**src/rtl/rf_exec_unit.sv**
```systemverilog
// Execute/writeback sequencer: reads two registers, runs one ALU or shift-add multiply op,
// and writes the result back through the register file's write port.
module rf_exec_unit (
    input  logic        clk,
    input  logic        rst,
    input  logic        start,
    input  logic [2:0]  op,
    input  logic [4:0]  rs,
    input  logic [4:0]  rt,
    input  logic [4:0]  rd,
    output logic        busy,
    output logic        done,
    output logic [31:0] result,
    output logic [4:0]  raddr1,
    output logic [4:0]  raddr2,
    input  logic [31:0] rdata1,
    input  logic [31:0] rdata2,
    output logic        we,
    output logic [4:0]  waddr,
    output logic [31:0] wdata
);

    typedef enum logic [2:0] {StIdle, StRead, StExec, StMul, StWb, StDone} state_e;

    state_e      state_q, state_d;
    logic [2:0]  op_q, op_d;
    logic [4:0]  rd_q, rd_d;
    logic [31:0] a_q, a_d, b_q, b_d, acc_q, acc_d;
    logic [4:0]  cnt_q, cnt_d;
    logic        busy_q, busy_d, done_q, done_d, we_q, we_d;
    logic [31:0] result_q, result_d, wdata_q, wdata_d;
    logic [4:0]  raddr1_q, raddr1_d, raddr2_q, raddr2_d, waddr_q, waddr_d;
    logic [31:0] alu_res, acc_next;

    always_comb begin
        alu_res = 32'd0;
        unique case (op_q)
            3'b000:  alu_res = a_q + b_q;
            3'b001:  alu_res = a_q - b_q;
            3'b010:  alu_res = a_q & b_q;
            3'b011:  alu_res = a_q | b_q;
            3'b100:  alu_res = a_q ^ b_q;
            3'b101:  alu_res = {31'd0, $signed(a_q) < $signed(b_q)};
            3'b110:  alu_res = a_q << b_q[4:0];
            default: alu_res = 32'd0;
        endcase
    end

    // a_q shifts left and b_q shifts right each step, so b_q[0] is the current multiplier bit
    assign acc_next = acc_q + (b_q[0] ? a_q : 32'd0);

    always_comb begin
        state_d  = state_q;
        op_d     = op_q;
        rd_d     = rd_q;
        a_d      = a_q;
        b_d      = b_q;
        acc_d    = acc_q;
        cnt_d    = cnt_q;
        busy_d   = busy_q;
        done_d   = done_q;
        we_d     = we_q;
        result_d = result_q;
        wdata_d  = wdata_q;
        raddr1_d = raddr1_q;
        raddr2_d = raddr2_q;
        waddr_d  = waddr_q;
        unique case (state_q)
            StIdle: begin
                done_d = 1'b0;
                busy_d = 1'b0;
                if (start) begin
                    op_d     = op;
                    rd_d     = rd;
                    raddr1_d = rs;
                    raddr2_d = rt;
                    busy_d   = 1'b1;
                    state_d  = StRead;
                end
            end
            StRead: begin
                a_d     = rdata1;
                b_d     = rdata2;
                acc_d   = 32'd0;
                cnt_d   = 5'd0;
                state_d = (op_q == 3'b111) ? StMul : StExec;
            end
            StExec: begin
                result_d = alu_res;
                state_d  = StWb;
            end
            StMul: begin
                acc_d = acc_next;
                a_d   = a_q << 1;
                b_d   = b_q >> 1;
                cnt_d = cnt_q + 5'd1;
                if (cnt_q == 5'd31) begin
                    result_d = acc_next;
                    state_d  = StWb;
                end
            end
            StWb: begin
                we_d    = (rd_q != 5'd0);
                waddr_d = rd_q;
                wdata_d = result_q;
                state_d = StDone;
            end
            StDone: begin
                we_d    = 1'b0;
                done_d  = 1'b1;
                state_d = StIdle;
            end
            default: state_d = StIdle;
        endcase
    end

    always_ff @(posedge clk) begin
        if (rst) begin
            state_q  <= StIdle;
            op_q     <= 3'd0;
            rd_q     <= 5'd0;
            a_q      <= 32'd0;
            b_q      <= 32'd0;
            acc_q    <= 32'd0;
            cnt_q    <= 5'd0;
            busy_q   <= 1'b0;
            done_q   <= 1'b0;
            we_q     <= 1'b0;
            result_q <= 32'd0;
            wdata_q  <= 32'd0;
            raddr1_q <= 5'd0;
            raddr2_q <= 5'd0;
            waddr_q  <= 5'd0;
        end else begin
            state_q  <= state_d;
            op_q     <= op_d;
            rd_q     <= rd_d;
            a_q      <= a_d;
            b_q      <= b_d;
            acc_q    <= acc_d;
            cnt_q    <= cnt_d;
            busy_q   <= busy_d;
            done_q   <= done_d;
            we_q     <= we_d;
            result_q <= result_d;
            wdata_q  <= wdata_d;
            raddr1_q <= raddr1_d;
            raddr2_q <= raddr2_d;
            waddr_q  <= waddr_d;
        end
    end

    assign busy   = busy_q;
    assign done   = done_q;
    assign we     = we_q;
    assign result = result_q;
    assign wdata  = wdata_q;
    assign raddr1 = raddr1_q;
    assign raddr2 = raddr2_q;
    assign waddr  = waddr_q;

endmodule

```
**config.mk**
```make
export PLATFORM = sky130hd
export DESIGN_NAME = rf_exec_unit
export DESIGN_NICKNAME = d
export VERILOG_FILES = /design/src/rtl/rf_exec_unit.sv
export SDC_FILE = /design/constraint.sdc
export NUM_CORES = 1
export LEC_CHECK = 0
export BUFFER_PORTS_ARGS = -buffer_cell sky130_fd_sc_hd__buf_2
export CAP_MARGIN = 20
export CORE_MARGIN = 5
export CORE_UTILIZATION = 40
export CTS_CLUSTER_SIZE = 10
export DETAILED_ROUTE_END_ITERATION = 6
export PLACE_DENSITY = 0.67
export SLEW_MARGIN = 30
export SYNTH_ARGS = -nofsm -noshare
export SYNTH_HDL_FRONTEND = slang
export SYNTH_SLANG_ARGS = --single-unit
```
**constraint.sdc**
```tcl
create_clock -name clk -period 11.7 [get_ports clk]
set_input_delay 1.755 -clock clk [delete_from_list [all_inputs] [get_ports clk]]
set_output_delay 1.755 -clock clk [all_outputs]
set_load 0.01 [all_outputs]
```
==> summary.md <==
| Metric | Value |
|---|---|
| Total Nets Final | 2403 |
| Share of the synthesized area in the top cell type | ~25% |
| Reg2reg start | b_q[3]$_SDFFE_PP0P_ |
| Number of fill cells in the layout | 3983 |
| Critical path class | flip-flop to flip-flop |
| Fmax | about 0.22 GHz |
| CTS H-tree depth | 4 |
| Async SR Flop Fraction | 0% |
| Gr usage total | 26.5% |
| Hold wc startpoint | wdata[8]$_SDFFE_PP0P_ |
| Share of layout cells above drive strength 1 | roughly 12% |
| Cell taking the most area after synthesis | dfxtp_1 |
| Max Cap Viol | 0 |
| Rel. slew slack | 32.3% |
| Initial antenna violation count | 0 |
| # Post-CTS Setup Buffers | 0 |
| Clock Skew | 0.0144 ns |
| Main area contributors after synthesis | dfxtp_1 (25%), ha_1 (12%), a21oi_1 (7.2%) |
| Final core utilization | roughly 45% |
| CTS tree | built |
| Vias in the first global route | 15101 |
| Crit Path Max Fanout | 35 |
| Via count | 16168 |
| Yosys warnings | 0 |
| Syn_nets | 2343 |
| Most common cell after layout, fill and taps aside | nand2_1 |
| Pwr Total | between 2 and 2.5 mW |
| Final Setup Violations | 0 |
| Synth Register Bits | 194 |
| Final hold vios | 0 |
| Crit path capture type | flip-flop |
| Die X | around 210 um |
| Die span in y | 209 um |
| Syn avg cell area | 7.49 sq um |
| Post-CTS Resized | 0 |
| Latest clock arrival within the worst-skew pair | 0.47 ns |
| Most frequent cells in the layout | nand2_1 (259), nor2_1 (237), a21oi_1 (228) |
| Vias per inst | 5.99 |
| Final period util | approximately two fifths |
| Post-Route WL | 60.0 mm |
| Critical Path RT | 12.09 ns |
| CP startpoint kind | flip-flop |
| Outcome | complete, but fails checks |
| FF-to-FF path depth | 13 |
| Setup TNS | 0 ns |
| PwrDens | 117 nW/um^2 |
| Placed wire-length estimate | 45.9 mm |
| IO Count | roughly 170 |
| Peak VDD IR | 105 uV |
| Post-synth EDFFs | 0 |
| Top_reg_cell synth | dfxtp_1 |
| Register area share after synthesis | 24.6% |
| DRC viols | 1 |
| Place WS | 7.27 ns |
| RSZ-0062 raised after global routing | false |
| Synthesized area | 15800 sq um |
| Initial Utilization | 40.6% |
| Root Buffer | clkbuf_16 |
| GRT overflow | 0 |
| Failing checks | design-rule violations |
| Area of the multi-input gates | 11000 sq um |
| WL per Instance | 22.2 um |
| Flop2flop setup slack | 7.07 ns |
| CP arrival | around 5 ns |
| Post-synthesis cell count | 2108 |
| First-pass DRT Iterations | 7 |
| Leak pwr | just over 7 nW |
| Min Tclk post-route | 4.63 ns |
| Die Area | approximately 44000 sq um |
| Slew @ Worst Pin | 1.01 ns |
| Total CTS buffers | 17 |
| Crit path capture | result[0]$_SDFFE_PP0P_ |
| Num Clock Sinks | 194 |
| Final worst slack | 7.07 ns |
| Reg-to-reg endpoint | result[0]$_SDFFE_PP0P_ |
| Largest net degree at the start of global routing | around 110 |
| Cts hold-fix bufs | 0 |
| Netlist cell types | 76 |
| # rows | 72 |
| Global placer's final weighted congestion | just under 1 |
| Post-route ant nets | 0 |
| HP Class | flip-flop to flip-flop |
| CTS Buffer Depth | 2 |
| DR iter-0 viols | 1770 |
| Fin. max-slew vios | 0 |
| Worst Setup SP | b_q[3]$_SDFFE_PP0P_ |
| Clock-pin slew of the registers on the worst-case setup and hold paths | ~0.09 ns |
| Port bufs | around 170 |
| Area delta synth->final | 10.9% |
| Hold slack | 0.452 ns |
| Core area | 38800 sq um |
| First-pass GRT wire length | 91.4 mm |
| FF+latch area | 3890 sq um |
==> critical path: stages (launching register included) <==
cell       delay (ns)
dfxtp_1          0.31
buf_4            0.32
clkinv_1         0.58
ha_1             0.43
nor2b_1          0.16
a211oi_1         0.43
nand4_1          0.22
a311oi_2         0.51
o311ai_1         0.18
a31oi_1          0.34
o211ai_1         0.24
a2111oi_0        0.52
a2111oi_0        0.14
o22ai_1          0.16
==> logic make-up after synthesis <==
| logic type | share of synthesized area [%] |
|---|---|
| fa+ha+maj | 12.0 |
| compound gates | 27.8 |
| xor+xnor | 2.89 |
| flops | 24.6 |
| simple gates | 18.5 |
| buf+inv | 6.07 |
| mux | 8.02 |
==> power by group <==
part	internal (mW)	switching, mW
sequential	0.692	0.0663
combinational	0.241	0.441
clock	0.296	0.316
total	1.23	0.823
==> synth_stat cells, types with 19 or more instances <==
library cell and n:
and2_1 23, o21ai_0 80, ha_1 147, a211oi_1 87, clkbuf_1 118, a21oi_1 228
o21bai_1 19, xnor2_1 38, nor2_1 237, buf_1 22, mux2i_1 95, nor3_1 42
a22oi_1 26, nand2_1 259, a21o_1 40, inv_1 99, nand3_1 28, a31oi_1 25
dfxtp_1 194
==> cell type report <==
| cell class | count | area share [%] |
|---|---|---|
| antenna | 1 | 0.0143 |
| clock buffer | 19 | 2.59 |
| clock inverter | 13 | 0.815 |
| inverter | 106 | 2.27 |
| multi-input combinational | 1661 | 62.7 |
| sequential | 194 | 22.2 |
| tap | 518 | 3.70 |
| timing repair buffer | 188 | 5.73 |
==> metrics by stage <==
| step | instances | cell area (sq um) |
|---|---|---|
| floorplan | 2108 | 15800 |
| global placement | 2667 | 16900 |
| detailed placement | 2667 | 16900 |
| CTS | 2699 | 17500 |
| global route | 2699 | 17500 |
| finish | 2700 | 17500 |
==> sequential cells by signal, summed over array words and instances (netlist names), 5 cells and up <==
signal and flops:
b_q 32, a_q 32, rd_q 5, raddr1 5, acc_q 32, result 32, raddr2 5, cnt_q 5
waddr 5, wdata 32
==> per-layer routing <==
metal | vias up | share of wire [%] | global-route usage (%)
li1 | 7697 | - | -
met1 | 7691 | 46 | 39.3
met2 | 710 | 43 | 39.6
met3 | 70 | 9.2 | 5.47
met4 | 0 | 2.0 | 6.26
met5 | - | 0 | 0
==> how the worst min path moves through the flow <==
stage | endpoint | cells past startpoint
floorplan | cnt_q[4]$_SDFFE_PP0P_ | 2
global placement | wdata[15]$_SDFFE_PP0P_ | 2
detailed placement | wdata[24]$_SDFFE_PP0P_ | 2
CTS | wdata[8]$_SDFFE_PP0P_ | 2
global route | waddr[0]$_SDFFE_PP0P_ | 2
finish | wdata[8]$_SDFFE_PP0P_ | 2
(Power assumes the default switching activity.)
